File: src/rtl/uart_tx_frame.sv
// rtl/uart_tx_frame.sv - UART transmitter, LSB first, valid/ready input, zero-gap back-to-back frames
// Optional runtime parity compiled in with `define UART_TX_PARITY_EN.
module uart_tx_frame #(
  parameter int DATA_BITS    = 8,
  parameter int CLKS_PER_BIT = 434,
  parameter int STOP_BITS    = 1
) (
  input  logic                 clk,
  input  logic                 rst,
  input  logic [DATA_BITS-1:0] in_data,
  input  logic                 in_valid,
  output logic                 in_ready,
  input  logic [1:0]           parity_mode,
  output logic                 tx,
  output logic                 busy,
  output logic                 bit_tick,
  output logic                 frame_done
);

  localparam int MAX_BITS = (DATA_BITS > STOP_BITS) ? DATA_BITS : STOP_BITS;
  localparam int BW = $clog2(MAX_BITS + 1);
  localparam int CW = $clog2(CLKS_PER_BIT);
  localparam logic [CW-1:0] BAUD_LAST = CW'(CLKS_PER_BIT - 1);
  localparam logic [BW-1:0] DATA_LAST = BW'(DATA_BITS - 1);
  localparam logic [BW-1:0] STOP_LAST = BW'(STOP_BITS - 1);

  typedef enum logic [2:0] {
    IDLE,
    START,
    DATA,
`ifdef UART_TX_PARITY_EN
    PARITY,
`endif
    STOP
  } state_t;

  state_t               state, state_n;
  logic [CW-1:0]        baud_cnt;
  logic [BW-1:0]        bit_cnt;
  logic [DATA_BITS-1:0] shift;
  logic                 tx_q;
  logic                 tx_lvl;
  logic                 accept;

`ifdef UART_TX_PARITY_EN
  logic par_en;
  logic par_bit;

  always_ff @(posedge clk) begin
    if (rst) begin
      par_en  <= 1'b0;
      par_bit <= 1'b0;
    end else if (accept) begin
      par_en  <= (parity_mode == 2'b01) || (parity_mode == 2'b10);
      par_bit <= (^in_data) ^ (parity_mode == 2'b01);
    end
  end
`else
  logic unused_parity_mode;
  assign unused_parity_mode = ^parity_mode;
`endif

  assign busy       = (state != IDLE);
  assign bit_tick   = busy && (baud_cnt == BAUD_LAST);
  assign frame_done = bit_tick && (state == STOP) && (bit_cnt == STOP_LAST);
  assign in_ready   = (state == IDLE) || frame_done;
  assign accept     = in_valid && in_ready;
  assign tx         = tx_q;

  always_comb begin
    state_n = state;
    tx_lvl  = 1'b1;
    case (state)
      IDLE: begin
        tx_lvl = 1'b1;
        if (accept) state_n = START;
      end
      START: begin
        tx_lvl = 1'b0;
        if (bit_tick) state_n = DATA;
      end
      DATA: begin
        tx_lvl = shift[0];
        if (bit_tick && (bit_cnt == DATA_LAST)) begin
`ifdef UART_TX_PARITY_EN
          state_n = par_en ? PARITY : STOP;
`else
          state_n = STOP;
`endif
        end
      end
`ifdef UART_TX_PARITY_EN
      PARITY: begin
        tx_lvl = par_bit;
        if (bit_tick) state_n = STOP;
      end
`endif
      STOP: begin
        tx_lvl = 1'b1;
        if (frame_done) state_n = accept ? START : IDLE;
      end
      default: begin
        tx_lvl  = 1'b1;
        state_n = IDLE;
      end
    endcase
  end

  // tx is the registered line level of the current state, so it trails state by one clk
  always_ff @(posedge clk) begin
    if (rst) begin
      state    <= IDLE;
      baud_cnt <= '0;
      bit_cnt  <= '0;
      shift    <= '0;
      tx_q     <= 1'b1;
    end else begin
      state <= state_n;
      tx_q  <= tx_lvl;

      if (accept || (state == IDLE) || bit_tick) baud_cnt <= '0;
      else                                       baud_cnt <= baud_cnt + 1'b1;

      if (state_n != state) bit_cnt <= '0;
      else if (bit_tick)    bit_cnt <= bit_cnt + 1'b1;

      if (accept)                            shift <= in_data;
      else if (bit_tick && (state == DATA))  shift <= shift >> 1;
    end
  end

endmodule

File: config.mk
export PLATFORM = sky130hd
export DESIGN_NAME = uart_tx_frame
export DESIGN_NICKNAME = d
export VERILOG_FILES = /design/src/rtl/uart_tx_frame.sv
export SDC_FILE = /design/constraint.sdc
export NUM_CORES = 1
export LEC_CHECK = 0
export CAP_MARGIN = 20
export CORE_AREA = 2 2 52 54
export CTS_CLUSTER_SIZE = 12
export DETAILED_ROUTE_END_ITERATION = 7
export DIE_AREA = 0 0 54 56
export DONT_BUFFER_PORTS = 1
export GPL_TIMING_DRIVEN = 0
export PLACE_DENSITY = 0.69
export SYNTH_ARGS = -nofsm -noshare
export SYNTH_HDL_FRONTEND = slang
export SYNTH_SLANG_ARGS = --single-unit
File: constraint.sdc
create_clock -name clk -period 2.45 [get_ports clk]
set_input_delay 0.3675 -clock clk [delete_from_list [all_inputs] [get_ports clk]]
set_output_delay 0.3675 -clock clk [all_outputs]
set_load 0.02 [all_outputs]
==> results of run 1 <==
[worst max-delay path: cells and delay by family, from the launching register on]
family,cells,cell delay [ns]
flops,1,0.41
fa+ha+maj,1,0.18
buf+inv,1,0.18
simple gates,3,0.85
[final cells by class]
class,count,area share
plain buffers,8,0.0295
clock buffers,4,0.0188
inverters,7,0.0188
multi-input cells,108,0.548
flip-flops and latches,25,0.358
well taps,30,0.0269
[layout by cell type (no fill, tap or decap), types with 3 or more instances in the layout]
cell type and n:
dfxtp_1 25, nor2_1 18, nand2_1 11, nand4_1 10, inv_1 7, xnor2_1 7
buf_2 6, a22oi_1 6, a31oi_1 6, nand3_1 5, ha_1 4, nor3_1 3
xor2_1 3, a21oi_1 3, clkbuf_4 3
[power by group through the flow]
stage / clock, mW / sequential (mW) / combinational [mW]
final: 0.188 / 0.423 / 0.0484
after detailed placement: 0 / 0.432 / 0.0452
after global routing: 0.205 / 0.425 / 0.0548
after CTS: 0.196 / 0.423 / 0.0463
after global placement: 0 / 0.432 / 0.0433
after floorplan: 0 / 0.430 / 0.0367
[layer usage]
metal / GRT usage / up-vias
met1: 0.259 / 514
li1: - / 553
met3: 0.0296 / 4
met5: 0 / -
met2: 0.329 / 36
met4: 0.0893 / 0
[per-stage QoR]
step                      hold slack (ns)   util  cell area (sq um)
after global routing                0.133  0.575               1400
after CTS                           0.128  0.570               1390
final                               0.144  0.575               1400
after floorplan                     0.441      -               1310
after detailed placement            0.476  0.553               1350
after global placement              0.456  0.553               1350
[registers in the layout (all words and copies together) (netlist names)]
name,flops
shift,8
baud_cnt,9
state,3
tx,1
bit_cnt,4
[kinds of logic (layout without fill, tap and decap cells)]
logic type	count (synthesis)	after routing	share of synthesized area
multiplexers	2	2	0.0153
other	1	1	0.00287
adder cells (fa/ha/maj)	4	4	0.0382
flip-flops	25	25	0.382
XOR/XNOR	10	10	0.0669
AND/OR/NAND/NOR	65	65	0.298
buffers and inverters	15	19	0.0516
AO/OA/AOI/OAI	26	26	0.144
[final timing paths]
path / to / depth (start not counted)
hold / removal: tx / 1
setup reg to reg: bit_cnt[1] / 5
hold reg to reg: shift[7] / 2
setup / recovery: frame_done / 5
[repair_timing]
item                                    CTS  global route
resized for setup                         2             1
endpoints found under the setup margin    2             1
hold endpoints to repair                  0             0
pin swaps                                 0             0
==> metrics.md, run 1 <==
| Metric | Value |
|---|---|
| Status | `finished clean` |
| Via count | `1107` |
| Top_reg_cell synth | `dfxtp_1` |
| Critical path arrival | `1.94 ns` |
| Dpl cells | `178` |
| Final wirelength | `2780 microns` |
| Die Ht | `56 microns` |
| H-tree levels | `1` |
| CTS tree | `built` |
| Internal Power | `498 uW` |
| Ratio of cells with drive above 1 in the final layout | `0.112` |
| Unrepaired setup endpoints after global routing | `false` |
| Reg2reg setup slack | `0.40 ns` |
| Worst slack, placed | `0.180 ns` |
| CTS root buf | `clkbuf_4` |
| RePlAce Congestion | `0.848` |
| Leak | `0.436 nW` |
| Die ar. | `3020 sq um` |
| Clock sinks | `25` |
| DRT iter0 DRCs | `29` |
| Max Cap Violations | `0` |
| Post-CTS Setup Bufs | `0` |
| Die W | `54 microns` |
| Crit path launch | `baud_cnt[0]` |
| Reg-to-reg startpoint | `baud_cnt[0]` |
| Most common cell in the netlist | `dfxtp_1` |
| CP peak stage delay | `0.52 ns` |
| Flop pwr share | `0.641` |
| CP endpoint kind | `output port` |
| Logic pwr share | `0.073` |
| Vias per inst | `6.08` |
| Mapped Nets | `165` |
| I/O pin cnt | `18` |
| DR WL/cell | `15.3 microns` |
| DRC | `0` |
| Met3 Routed Length | `167 microns` |
| Type of the worst setup path | `reg -> out` |
| Synth top area share | `0.382` |
| Antenna cells | `0` |
| Max clock buf depth | `2` |
| Most instantiated cells after synthesis | `25 x dfxtp_1, 18 x nor2_1, 11 x nand2_1, 10 x nand4_1` |
| Min-Delay Path Class | `in -> reg` |
| Pwr dens | `472 nW/um^2` |
| Asr flop ratio synth | `0` |
| Sw Share | `0.246` |
| Setup ws final | `0.147 ns` |
| DRT Pass-1 Iters | `4` |
| Finished Layout Cells | `182` |
| Required @ worst endpoint | `2.08 ns` |
| CORE AREA | `2430 sq um` |
| Final TNS setup | `0 ns` |
| Final worst-path cycle share | `0.940` |
| Nets | `170` |
| Final setup vio count | `0` |
| Crit-path slowest cell | `nor4_2` |
| Avg Inst Size Synth | `8.84 sq um` |
| Seq cells post-synth | `25` |
| HPWL after detailed placement | `1970 microns` |
| VDD IR max | `0.338 mV` |
| Clk pwr share | `0.285` |
| Critical Path Fanout Max | `8` |
| Final Hold Vio Count | `0` |
| Hold buffers post-CTS | `0` |
| Vias in the first global route | `1036` |
| Worst slew pin tran | `0.988 ns` |
| Largest net degree at the start of global routing | `14` |
| Clock Pin Slew Worst Setup and Hold Paths | `0.13 ns` |
| Synth Instances | `148` |
| Startpoint types | `flop` |
| Initial Utilization | `0.538` |
| Synth area leaders | `dfxtp_1 38%, nor2_1 5.2%, nand4_1 4.8%` |
| First-pass GRT wire length | `4660 microns` |
| Top Metal Used | `met4` |
| Met1 wire length | `1140 microns` |
| Switching pwr | `162 uW` |
| Port Buffers | `0` |
| Initial antenna violation count | `0` |
| Final Power | `660 uW` |
| GRT Resource Usage Total | `0.203` |
| Mapped Area | `1310 sq um` |
| Final ANT Viol Nets | `0` |
| Peak Freq | `434 MHz` |
| Clk Latency, worst-skew pair | `0.33 ns` |
| CTS buffer count | `3` |
| Hold Path Origin | `rst` |
| Yosys warns | `0` |
| Sequential area share after synthesis | `0.382` |
| Minimum clock period | `2.30 ns` |
| Cell accounting for the most synthesized area | `dfxtp_1` |
| Syn-to-layout area delta | `6.79%` |
| Grt ovf | `0` |
| Fill cells | `214` |
| EDFF count, synth | `0` |
| CP Cell Sequence | `ha_1 -> and4b_1 -> buf_2 -> nand2_1 -> nor4_2` |
| Final Skew | `0.00769 ns` |
| Distinct cell type count after synthesis | `44` |
| Reg area | `500 sq um` |
| Met2 routed WL | `1430 microns` |
| Max-slew headroom | `0.336` |
| Site Rows | `18` |
| Multi-input gate area in the final layout | `766 sq um` |
| Slew Viols, Final | `0` |
Power figures use the tool's default switching activity.
==> inputs of run 2 (changes only) <==
--- a/config.mk
+++ b/config.mk
@@ -6,10 +6,10 @@
 export NUM_CORES = 1
 export LEC_CHECK = 0
 export CAP_MARGIN = 20
-export CORE_AREA = 2 2 52 54
+export CORE_AREA = 4 4 54 56
 export CTS_CLUSTER_SIZE = 12
 export DETAILED_ROUTE_END_ITERATION = 7
-export DIE_AREA = 0 0 54 56
+export DIE_AREA = 0 0 58 60
 export DONT_BUFFER_PORTS = 1
 export GPL_TIMING_DRIVEN = 0
 export PLACE_DENSITY = 0.69
==> run 2 against run 1 <==
Against the previous run: worst hold slack better by 0.0058 ns; first-iteration DRC count is 31% higher; clock power is 4% lower; setup slack better by 0.012 ns; combinational power hardly changed; final area is 0.98% higher; clock skew is 0.0014 ns lower; sequential share of layout area is 0.35 points lower; global-route usage is 3.7 points lower; non-clock buffer count stayed put; sequential power hardly changed; final cell count stayed put; highest routed layer unchanged.
==> metrics.md, run 2 (synthesis results as in run 1) <==
| Metric | Value |
|---|---|
| Status | `finished clean` |
| I/O pin cnt | `18 (unchanged)` |
| DRT iter0 DRCs | `38 (+31%)` |
| Commonest non-fill, non-tap cell in the layout | `dfxtp_1` |
| Final TNS setup | `0 ns (unchanged)` |
| Clk pwr share | `0.276 (-0.009)` |
| Fill cells | `234 (+9.3%)` |
| Die Ht | `60 microns (+7.1%)` |
| Final Skew | `0.00631 ns (-0.00137 ns)` |
| Type of the worst setup path | `reg -> out` |
| DRC | `0 (unchanged)` |
| DRT Pass-1 Iters | `4 (unchanged)` |
| VDD IR max | `0.311 mV (-7.8%)` |
| Vias in the first global route | `1052 (+1.5%)` |
| Reg area | `500 sq um (unchanged)` |
| Internal Power | `497 uW (about the same)` |
| Die ar. | `3480 sq um (+15%)` |
| Met3 Routed Length | `96 microns (-43%)` |
| Design area | `1410 sq um (+0.98%)` |
| Final worst-path cycle share | `0.935 (-0.00499)` |
| Finished Layout Cells | `182 (unchanged)` |
| Largest net degree at the start of global routing | `14 (unchanged)` |
| Final ANT Viol Nets | `0 (unchanged)` |
| Setup ws final | `0.159 ns (+0.0122 ns)` |
| Initial Utilization | `0.538 (unchanged)` |
| CP endpoint kind | `output port` |
| Vias per inst | `5.95 (-2.2%)` |
| HPWL after detailed placement | `1960 microns (-0.66%)` |
| Top Metal Used | `met4` |
| Worst slew pin tran | `0.624 ns (-0.364 ns)` |
| Port Buffers | `0 (unchanged)` |
| Switching pwr | `154 uW (-5.1%)` |
| First-pass GRT wire length | `4560 microns (-2.1%)` |
| Met2 routed WL | `1370 microns (-4.5%)` |
| Pwr dens | `461 nW/um^2 (-2.3%)` |
| CTS tree | `built` |
| H-tree levels | `1 (unchanged)` |
| Slew Viols, Final | `0 (unchanged)` |
| CP Cell Sequence | `ha_1 -> and4b_1 -> buf_2 -> nand2_1 -> o41ai_4` |
| Sw Share | `0.237 (-0.00937)` |
| CTS root buf | `clkbuf_4` |
| Clk Latency, worst-skew pair | `0.31 ns (-0.02 ns)` |
| Worst slack, placed | `0.169 ns (-0.0114 ns)` |
| Critical path arrival | `1.92 ns (-0.02 ns)` |
| Min-Delay Path Class | `in -> reg` |
| Worst Hold Margin | `0.150 ns (+0.00581 ns)` |
| Hold buffers post-CTS | `0 (unchanged)` |
| GRT Resource Usage Total | `0.166 (-0.0369)` |
| Max Cap Violations | `0 (unchanged)` |
| Clock Pin Slew Worst Setup and Hold Paths | `0.13 ns (about the same)` |
| Logic pwr share | `0.075 (+0.002)` |
| Startpoint types | `flop` |
| Final setup vio count | `0 (unchanged)` |
| Utilization after layout | `0.580 (+0.00566)` |
| Ratio of cells with drive above 1 in the final layout | `0.118 (+0.00658)` |
| Critical Path Fanout Max | `8 (unchanged)` |
| Largest Register | `baud_cnt` |
| CP peak stage delay | `0.49 ns (-0.03 ns)` |
| DR WL/cell | `14.6 microns (-4.6%)` |
| Antenna cells | `0 (unchanged)` |
| RePlAce Congestion | `0.898 (+5.9%)` |
| Via count | `1083 (-2.2%)` |
| Max FFs per register | `9 (unchanged)` |
| Met1 wire length | `1170 microns (+2.5%)` |
| Largest registers | `baud_cnt: 9 flops, shift: 8 flops, bit_cnt: 4 flops` |
| Unrepaired setup endpoints after global routing | `false` |
| CTS buffer count | `3 (unchanged)` |
| Syn-to-layout area delta | `7.84%` |
| Placed cell area | `1350 sq um (unchanged)` |
| Multi-input gate area in the final layout | `779 sq um (+1.8%)` |
| Final Power | `651 uW (-1.3%)` |
| Nets | `170 (unchanged)` |
| Required @ worst endpoint | `2.08 ns (about the same)` |
| Grt ovf | `0 (unchanged)` |
| Final Hold Vio Count | `0 (unchanged)` |
| Peak Freq | `437 MHz (+0.53%)` |
| Clock sinks | `25 (unchanged)` |
| CORE AREA | `2430 sq um (unchanged)` |
| Flop pwr share | `0.649 (+0.008)` |
| Dpl cells | `178 (unchanged)` |
| Max clock buf depth | `2 (unchanged)` |
| Initial antenna violation count | `0 (unchanged)` |
| Minimum clock period | `2.29 ns (-0.0122 ns)` |
| Final wirelength | `2650 microns (-4.6%)` |
| Max-slew headroom | `0.583 (+0.247)` |
| Site Rows | `18 (unchanged)` |
| Leak | `0.444 nW (+1.8%)` |
| Die W | `58 microns (+7.4%)` |
| Crit-path slowest cell | `o41ai_4` |
| Most frequent cells in the layout | `25 x dfxtp_1, 18 x nor2_1, 11 x nand2_1, 10 x nand4_1` |
==> run 2: what timing repair did <==
action / in CTS / in global routing
endpoints found under the hold margin: 0 / 0
setup endpoints to repair: 2 / 2
resized for setup: 2 / 3
setup buffers: 0 / 0
cloned: 0 / 0
==> run 2: power by group through the flow <==
stage                     registers [mW]  logic (mW)  clock network [mW]
after global placement             0.432      0.0435                   0
after CTS                          0.423      0.0458               0.185
final                              0.423      0.0486               0.180
after detailed placement           0.432      0.0445                   0
after floorplan                    0.430      0.0367                   0
after global routing               0.424      0.0539               0.208
==> run 2: layout make-up <==
class	instances	share of cell area
multi-input combinational	108	0.552
clock buffer	4	0.0186
sequential	25	0.355
inverter	7	0.0186
tap	30	0.0266
buffer	8	0.0293
==> run 2: worst paths after layout <==
path	slack, ns	cells past startpoint	start	end
min reg2reg	0.49	1	baud_cnt[0]	baud_cnt[0]
max reg2reg	0.42	7	bit_cnt[0]	shift[2]
min	0.15	1	rst	tx
max	0.16	5	baud_cnt[0]	in_ready
==> run 2: layer usage <==
| metal | track usage | vias to the layer above |
|---|---|---|
| li1 | - | 549 |
| met1 | 0.190 | 518 |
| met2 | 0.305 | 14 |
| met3 | 0.0367 | 2 |
| met4 | 0.0530 | 0 |
| met5 | 0 | - |
==> run 2: worst max-delay path: cells and delay by family (launching register included) <==
family / cells / cell delay (ns)
AOI/OAI and AO/OA: 1 / 0.49
adders and majority gates: 1 / 0.18
buffers and inverters: 1 / 0.18
DFF: 1 / 0.41
and+or+nand+nor: 2 / 0.36
==> inputs of run 3 (changes only) <==
--- a/config.mk
+++ b/config.mk
@@ -11,6 +11,7 @@
 export DETAILED_ROUTE_END_ITERATION = 7
 export DIE_AREA = 0 0 58 60
 export DONT_BUFFER_PORTS = 1
+export GPL_ROUTABILITY_DRIVEN = 1
 export GPL_TIMING_DRIVEN = 0
 export PLACE_DENSITY = 0.69
 export SYNTH_ARGS = -nofsm -noshare
==> results of run 3 <==
Same layout as run 2: the final DEF is identical, and so are final timing and power.
